File: src/rtl/uart_csr_pkg.sv
// Shared definitions for the UART CSR controller.
// Register map, status bit indices and FSM state type.
package uart_csr_pkg;

  localparam logic [2:0] UART_ADDR_RXDATA = 3'd0;
  localparam logic [2:0] UART_ADDR_TXDATA = 3'd1;
  localparam logic [2:0] UART_ADDR_STATUS = 3'd2;

  localparam int STAT_RRDY = 7;
  localparam int STAT_TRDY = 6;
  localparam int STAT_FE   = 1;
  localparam int STAT_PE   = 0;

  typedef enum logic [2:0] {
    IDLE,
    RD_STAT,
    WT_STAT,
    RD_RX,
    WT_RX,
    WR_TX
  } uart_ctrl_state_t;

endpackage

File: src/rtl/uart_csr_ctrl_if.sv
// Byte streams plus Avalon-MM CSR bus of the UART controller.
// master: the controller side; slave: the UART / stream user side.
interface uart_csr_ctrl_if;

  logic [7:0]  tx_data;
  logic        tx_valid;
  logic        tx_ready;
  logic [7:0]  rx_data;
  logic        rx_valid;
  logic        rx_err;
  logic [2:0]  uart_csr_address;
  logic        uart_csr_begintransfer;
  logic        uart_csr_chipselect;
  logic        uart_csr_read_n;
  logic        uart_csr_write_n;
  logic [15:0] uart_csr_writedata;
  logic [15:0] uart_csr_readdata;

  modport master (
    input  tx_data, tx_valid, uart_csr_readdata,
    output tx_ready, rx_data, rx_valid, rx_err,
    output uart_csr_address, uart_csr_begintransfer,
    output uart_csr_chipselect, uart_csr_read_n,
    output uart_csr_write_n, uart_csr_writedata
  );

  modport slave (
    output tx_data, tx_valid, uart_csr_readdata,
    input  tx_ready, rx_data, rx_valid, rx_err,
    input  uart_csr_address, uart_csr_begintransfer,
    input  uart_csr_chipselect, uart_csr_read_n,
    input  uart_csr_write_n, uart_csr_writedata
  );

endinterface

File: src/rtl/uart_csr_ctrl_fifo.sv
// csr_byte_fifo: 8-bit synchronous FIFO for queued TX bytes.
// Ports: push/push_data in, pop in, head/empty/full out.
module csr_byte_fifo #(
  parameter int DEPTH = 8
) (
  input  logic       clk_clk,
  input  logic       reset_reset,
  input  logic       push,
  input  logic [7:0] push_data,
  input  logic       pop,
  output logic [7:0] head,
  output logic       empty,
  output logic       full
);

  localparam int AW = $clog2(DEPTH);
  localparam logic [AW:0] ONE = {{AW{1'b0}}, 1'b1};

  logic [AW:0] wr_ptr;
  logic [AW:0] rd_ptr;
  logic [7:0]  mem [DEPTH];

  // Extra MSB on each pointer tells full from empty.
  assign empty = (wr_ptr == rd_ptr);
  assign full  = (wr_ptr[AW] != rd_ptr[AW]) &&
                 (wr_ptr[AW-1:0] == rd_ptr[AW-1:0]);
  assign head  = mem[rd_ptr[AW-1:0]];

  always_ff @(posedge clk_clk or posedge reset_reset) begin
    if (reset_reset) begin
      wr_ptr <= '0;
      rd_ptr <= '0;
    end else begin
      if (push && !full)
        wr_ptr <= wr_ptr + ONE;
      if (pop && !empty)
        rd_ptr <= rd_ptr + ONE;
    end
  end

  always_ff @(posedge clk_clk) begin
    if (push && !full)
      mem[wr_ptr[AW-1:0]] <= push_data;
  end

endmodule

File: src/rtl/uart_csr_ctrl.sv
// Avalon-MM master owning the UART CSR port: polls status,
// streams RX bytes out, drains the TX FIFO into txdata.
// Ports: clk_clk, reset_reset (async high), bus (master modport).
module uart_csr_ctrl
  import uart_csr_pkg::*;
#(
  parameter int DEPTH        = 8,
  parameter int READ_LATENCY = 1,
  parameter int POLL_CYCLES  = 16
) (
  input  logic        clk_clk,
  input  logic        reset_reset,
  uart_csr_ctrl_if.master bus
);

  localparam int PW = $clog2(POLL_CYCLES);
  localparam logic [PW-1:0] POLL_LAST = PW'(POLL_CYCLES - 1);
  localparam logic [PW-1:0] POLL_ONE  = PW'(1);
  localparam logic [1:0]    LAT_LAST  = 2'(READ_LATENCY - 1);

  uart_ctrl_state_t state;
  logic [PW-1:0]    poll_cnt;
  logic [1:0]       lat_cnt;
  logic             err_q;
  logic             rx_pend;

  logic [7:0]  rx_data_q;
  logic        rx_err_q;
  logic        rx_valid_q;
  logic [2:0]  addr_q;
  logic        bt_q;
  logic        cs_q;
  logic        rd_n_q;
  logic        wr_n_q;
  logic [15:0] wdata_q;

  logic [7:0]  head;
  logic        empty;
  logic        full;
  logic        push;
  logic        pop;
  logic [15:0] rdata;
  logic        unused_rd;

  assign rdata     = bus.uart_csr_readdata;
  assign unused_rd = ^rdata[15:8];
  assign push      = bus.tx_valid && !full;
  assign pop       = (state == WR_TX);

  csr_byte_fifo #(.DEPTH(DEPTH)) u_fifo (
    .clk_clk     (clk_clk),
    .reset_reset (reset_reset),
    .push        (push),
    .push_data   (bus.tx_data),
    .pop         (pop),
    .head        (head),
    .empty       (empty),
    .full        (full)
  );

  always_ff @(posedge clk_clk or posedge reset_reset) begin
    if (reset_reset) begin
      state      <= IDLE;
      poll_cnt   <= '0;
      lat_cnt    <= '0;
      err_q      <= 1'b0;
      rx_pend    <= 1'b0;
      rx_data_q  <= 8'h00;
      rx_err_q   <= 1'b0;
      rx_valid_q <= 1'b0;
      addr_q     <= 3'd0;
      bt_q       <= 1'b0;
      cs_q       <= 1'b0;
      rd_n_q     <= 1'b1;
      wr_n_q     <= 1'b1;
      wdata_q    <= 16'h0000;
    end else begin
      // Bus is idle unless a transition below issues a command.
      addr_q     <= 3'd0;
      bt_q       <= 1'b0;
      cs_q       <= 1'b0;
      rd_n_q     <= 1'b1;
      wr_n_q     <= 1'b1;
      wdata_q    <= 16'h0000;
      // rx_valid trails the data capture by one cycle.
      rx_pend    <= 1'b0;
      rx_valid_q <= rx_pend;
      unique case (state)
        IDLE: begin
          if (!empty || poll_cnt == POLL_LAST) begin
            poll_cnt <= '0;
            state    <= RD_STAT;
            addr_q   <= UART_ADDR_STATUS;
            bt_q     <= 1'b1;
            cs_q     <= 1'b1;
            rd_n_q   <= 1'b0;
          end else begin
            poll_cnt <= poll_cnt + POLL_ONE;
          end
        end
        RD_STAT: begin
          lat_cnt <= 2'd0;
          state   <= WT_STAT;
        end
        WT_STAT: begin
          if (lat_cnt == LAT_LAST) begin
            err_q <= rdata[STAT_PE] | rdata[STAT_FE];
            if (rdata[STAT_RRDY]) begin
              state  <= RD_RX;
              addr_q <= UART_ADDR_RXDATA;
              bt_q   <= 1'b1;
              cs_q   <= 1'b1;
              rd_n_q <= 1'b0;
            end else if (rdata[STAT_TRDY] && !empty) begin
              state   <= WR_TX;
              addr_q  <= UART_ADDR_TXDATA;
              bt_q    <= 1'b1;
              cs_q    <= 1'b1;
              wr_n_q  <= 1'b0;
              wdata_q <= {8'h00, head};
            end else begin
              state <= IDLE;
            end
          end else begin
            lat_cnt <= lat_cnt + 2'd1;
          end
        end
        RD_RX: begin
          lat_cnt <= 2'd0;
          state   <= WT_RX;
        end
        WT_RX: begin
          if (lat_cnt == LAT_LAST) begin
            rx_data_q <= rdata[7:0];
            rx_err_q  <= err_q;
            rx_pend   <= 1'b1;
            state     <= IDLE;
          end else begin
            lat_cnt <= lat_cnt + 2'd1;
          end
        end
        WR_TX: state <= IDLE;
        default: state <= IDLE;
      endcase
    end
  end

  assign bus.tx_ready               = !full;
  assign bus.rx_data                = rx_data_q;
  assign bus.rx_err                 = rx_err_q;
  assign bus.rx_valid               = rx_valid_q;
  assign bus.uart_csr_address       = addr_q;
  assign bus.uart_csr_begintransfer = bt_q;
  assign bus.uart_csr_chipselect    = cs_q;
  assign bus.uart_csr_read_n        = rd_n_q;
  assign bus.uart_csr_write_n       = wr_n_q;
  assign bus.uart_csr_writedata     = wdata_q;

endmodule

File: src/flat_wrapper.sv
// flat-port wrapper written by rule: the top's interface ports become plain ports
module uart_csr_ctrl_flat import uart_csr_pkg::*;
#(
  parameter int DEPTH        = 8,
  parameter int READ_LATENCY = 1,
  parameter int POLL_CYCLES  = 16
)
  (clk_clk, reset_reset, bus_tx_data, bus_tx_valid, bus_uart_csr_readdata, bus_tx_ready, bus_rx_data, bus_rx_valid, bus_rx_err, bus_uart_csr_address, bus_uart_csr_begintransfer, bus_uart_csr_chipselect, bus_uart_csr_read_n, bus_uart_csr_write_n, bus_uart_csr_writedata);
  uart_csr_ctrl_if bus_i ();
  input  logic clk_clk;
  input  logic reset_reset;
  input wire logic [$bits(bus_i.tx_data)-1:0] bus_tx_data;
  input wire logic [$bits(bus_i.tx_valid)-1:0] bus_tx_valid;
  input wire logic [$bits(bus_i.uart_csr_readdata)-1:0] bus_uart_csr_readdata;
  output wire logic [$bits(bus_i.tx_ready)-1:0] bus_tx_ready;
  output wire logic [$bits(bus_i.rx_data)-1:0] bus_rx_data;
  output wire logic [$bits(bus_i.rx_valid)-1:0] bus_rx_valid;
  output wire logic [$bits(bus_i.rx_err)-1:0] bus_rx_err;
  output wire logic [$bits(bus_i.uart_csr_address)-1:0] bus_uart_csr_address;
  output wire logic [$bits(bus_i.uart_csr_begintransfer)-1:0] bus_uart_csr_begintransfer;
  output wire logic [$bits(bus_i.uart_csr_chipselect)-1:0] bus_uart_csr_chipselect;
  output wire logic [$bits(bus_i.uart_csr_read_n)-1:0] bus_uart_csr_read_n;
  output wire logic [$bits(bus_i.uart_csr_write_n)-1:0] bus_uart_csr_write_n;
  output wire logic [$bits(bus_i.uart_csr_writedata)-1:0] bus_uart_csr_writedata;
  assign bus_i.tx_data = bus_tx_data;
  assign bus_i.tx_valid = bus_tx_valid;
  assign bus_i.uart_csr_readdata = bus_uart_csr_readdata;
  assign bus_tx_ready = bus_i.tx_ready;
  assign bus_rx_data = bus_i.rx_data;
  assign bus_rx_valid = bus_i.rx_valid;
  assign bus_rx_err = bus_i.rx_err;
  assign bus_uart_csr_address = bus_i.uart_csr_address;
  assign bus_uart_csr_begintransfer = bus_i.uart_csr_begintransfer;
  assign bus_uart_csr_chipselect = bus_i.uart_csr_chipselect;
  assign bus_uart_csr_read_n = bus_i.uart_csr_read_n;
  assign bus_uart_csr_write_n = bus_i.uart_csr_write_n;
  assign bus_uart_csr_writedata = bus_i.uart_csr_writedata;
  uart_csr_ctrl #(.DEPTH(DEPTH), .READ_LATENCY(READ_LATENCY), .POLL_CYCLES(POLL_CYCLES)) u_core (.clk_clk(clk_clk), .reset_reset(reset_reset), .bus(bus_i));
endmodule
File: config.mk
export PLATFORM = sky130hd
export DESIGN_NAME = uart_csr_ctrl_flat
export DESIGN_NICKNAME = d
export VERILOG_FILES = /design/src/rtl/uart_csr_pkg.sv /design/src/rtl/uart_csr_ctrl_if.sv /design/src/rtl/uart_csr_ctrl_fifo.sv /design/src/rtl/uart_csr_ctrl.sv /design/src/flat_wrapper.sv
export SDC_FILE = /design/constraint.sdc
export NUM_CORES = 1
export LEC_CHECK = 0
export ABC_CLOCK_PERIOD_IN_PS = 5500
export CAP_MARGIN = 30
export CELL_PAD_IN_SITES_DETAIL_PLACEMENT = 0
export CELL_PAD_IN_SITES_GLOBAL_PLACEMENT = 1
export CORE_MARGIN = 1.5
export CORE_UTILIZATION = 49
export CTS_BUF_LIST = sky130_fd_sc_hd__clkbuf_8 sky130_fd_sc_hd__clkbuf_16
export DETAILED_ROUTE_END_ITERATION = 10
export PLACE_DENSITY_LB_ADDON = 0.1
export SETUP_SLACK_MARGIN = 0.15
export SLEW_MARGIN = 20
export SYNTH_ARGS = -nofsm -noshare
export SYNTH_HDL_FRONTEND = slang
export SYNTH_SLANG_ARGS = --single-unit
File: constraint.sdc
create_clock -name clk_clk -period 5.5 [get_ports clk_clk]
set_input_delay 1.375 -clock clk_clk [delete_from_list [all_inputs] [get_ports clk_clk]]
set_output_delay 1.375 -clock clk_clk [all_outputs]
set_load 0.02 [all_outputs]
==> impl_metrics.toml <==
[placed_design]
post-place-ws_ns = 1.965
place_congestion = 0.7232
io_buffer_count = 43
dp_hpwl_mm = 4.824

[clock_tree]
postCtsSetupRepairBufs = 0
cts_hold_buf = 0
cts_resized = 0
clock_path_buffers = 2
cts_tree = "done"
cts_sinks = 106
path_clk_slew_ns = 0.11
root_buffer = "clkbuf_8"
h-tree-depth = 3
cts_buffers = 9
clk_latency_ns = 0.36

[drt]
via_per_inst = 5.249
dr.pass1.iters = 4
drt_iter0_drc = 105
drc = 0
route.detailed.wl_per_inst_um = 17.29
vias = 2236
totalWireLength_mm = 7.365
ant_nets = 0

[critical_path]
critPathMaxStageDelay_ns = 0.99
crit_family = "flip-flops"
cp.required_ns = 4.12
start_kind = "flop"
crit_path_end_kind = "output port"
critical_path_class = "flop to output port"
crit_fanout = 19
worst_path_max_delay_cell = "dfrtp_1"
path_cells = "xor2_4 > nor3_1 > nand2_1 > clkdlybuf4s50_1"
arrival_ns = 2.53
cp.buffers_inverters = 1

[synthesis]
synth-seq-area-share = 0.6800
yosys_warnings = 0
yosysTopAreaCellShare = 0.4392
synthTopCellsByCount = "edfxtp_1 (64), dfrtp_1 (40), mux4_2 (15), nor2_1 (15), mux2_2 (11)"
synth_ff_type = "edfxtp_1"
synth_cells = 263
avgSynthCellArea_sq_um = 16.64
synth-seq-cells = 106
syn_area_sq_um = 4375
synth_most_common_cell = "edfxtp_1"
synthDistinctLibCells = 49
synth.area.top_cells = "edfxtp_1 (44%), dfrtp_1 (23%), mux4_2 (7.7%), mux2_2 (2.8%), mux2i_1 (1.8%)"
synth_edf_count = 64
async_reset_ff_frac = 0.3962
yosys.area.top_type = "edfxtp_1"

[sta]
final-setup-viol-count = 0
min_period_over_period = 0.7099
grt_setup_unrepaired = "false"
drv_slew = 0
setup_tns_ns = 0
max_slew_margin = 0.3629
finClkSkew_ns = 0.01716
layout_setup_ws_ns = 1.596
fmax_mhz = 256.1
min_period_ns = 3.904
final-hold-violation-count = 0
tightest_slew_ns = 0.9557

[floorplan]
core_region_area_sq_um = 8678
die_area_sq_um = 9505
die_w_um = 97.50
die_h_um = 97.50
initial_core_util = 0.5042
fp-row-count = 34
ioPinCount = 61

[global_route]
antenna_found_initial = 0
grt_pass1_wl_mm = 11.92
grt_overflow = 0
grt_start_max_net_pins = 43
grt_pass1_vias = 2219
grtUsageTotal = 0.1676

[pwr]
ir_drop_v = 0.0002107
leakage_nw = 1.909
power_density_nw_per_um2 = 484.6

[status]
status = "complete, no violations"

[finish]
final_nets = 344
final_util = 0.5892
drive_gt1_frac = 0.2201
area_delta_synth_final_pct = 16.87
diodes = 0

[run]
cap_violations = 0

[hold_path]
hold_path_class = "flop to flop"
metal layers:
layer	routed length (um)	GRT usage
met5	0	0
met4	57	0.06923
met3	245	0.02950
met2	3760	0.2719
met1	3302	0.2254
power by group:
part	leakage, nW	switching [W]	internal [W]	total, W
clock network	0.102	0.000271	0.000200	0.000472
registers	1.12	0.000154	0.00102	0.00118
logic	0.692	0.000418	0.000411	0.000829
final cells by class:
class | count | area, sq um
clock buffers | 10 | 148.9
repair buffers | 51 | 506.7
fillers | 678 | 3565
well taps | 108 | 135.1
clock inverters | 6 | 55.05
flip-flops and latches | 106 | 2975
inverters | 9 | 33.78
multi-input cells | 136 | 1259
logic make-up after synthesis:
family	count (synthesis)	synth area share
flops	106	0.6800
simple gates	54	0.06835
mux	36	0.1324
buf+inv	29	0.03918
compound gates	19	0.03375
xor+xnor	14	0.03403
fa+ha+maj	4	0.01144
other cells	1	0.0008571
layout by cell type (no fill, tap or decap), drive strengths merged, types with 7 or more instances in the layout:
cell,Yosys,final
nor2,24,24
inv,9,12
edfxtp,64,64
dfrtp,40,40
clkdlybuf4s50,0,43
nor3,7,7
mux2i,8,8
buf,15,8
mux2,12,12
nand2,7,7
mux4,16,16
xor2,10,10
conb,1,9
clkbuf,5,10
flip-flops by register name, summed over array words and instances, names as in the netlist:
signal / flops
u_core.bus.rx_data: 8
u_core.bus.rx_err: 1
u_core.bus.rx_valid: 1
u_core.bus.uart_csr_address: 2
u_core.bus.uart_csr_begintransfer: 1
u_core.bus.uart_csr_read_n: 1
u_core.bus.uart_csr_write_n: 1
u_core.bus.uart_csr_writedata: 8
u_core.err_q: 1
u_core.lat_cnt: 2
u_core.poll_cnt: 4
u_core.rx_pend: 1
u_core.state: 3
u_core.u_fifo.mem: 64
u_core.u_fifo.rd_ptr: 4
u_core.u_fifo.wr_ptr: 4
per-stage QoR:
step	power [W]	hold WS [ns]	cell area (sq um)	cells
after floorplan	0.001779	0.3312	4405	271
after global placement	0.002017	0.3323	4856	405
after detailed placement	0.002039	0.3370	4875	407
after CTS	0.002508	0.3625	5079	423
after global routing	0.002628	0.3698	5114	426
final	0.002478	0.3604	5114	426
worst reg2reg max path: stages (launching register included):
cell and delay (ns):
dfrtp_1 0.79, xor2_1 0.46, o41ai_4 0.16, or2_1 0.27, nor2_1 0.69
worst paths after layout:
kind                                               from                          to  slack [ns]  depth (start not counted)
min in group asynchronous                   reset_reset       u_core.bus.rx_data[3]        1.26                          2
worst min-delay path                     u_core.rx_pend         u_core.bus.rx_valid        0.36                          0
max in group asynchronous                   reset_reset  u_core.bus.uart_csr_read_n        3.71                          3
worst min register to register           u_core.rx_pend         u_core.bus.rx_valid        0.36                          0
worst max register to register  u_core.u_fifo.rd_ptr[0]     u_core.u_fifo.mem[6][7]        2.78                          4
worst max-delay path            u_core.u_fifo.rd_ptr[2]                bus_tx_ready        1.60                          4
Power figures use the tool's default switching activity.
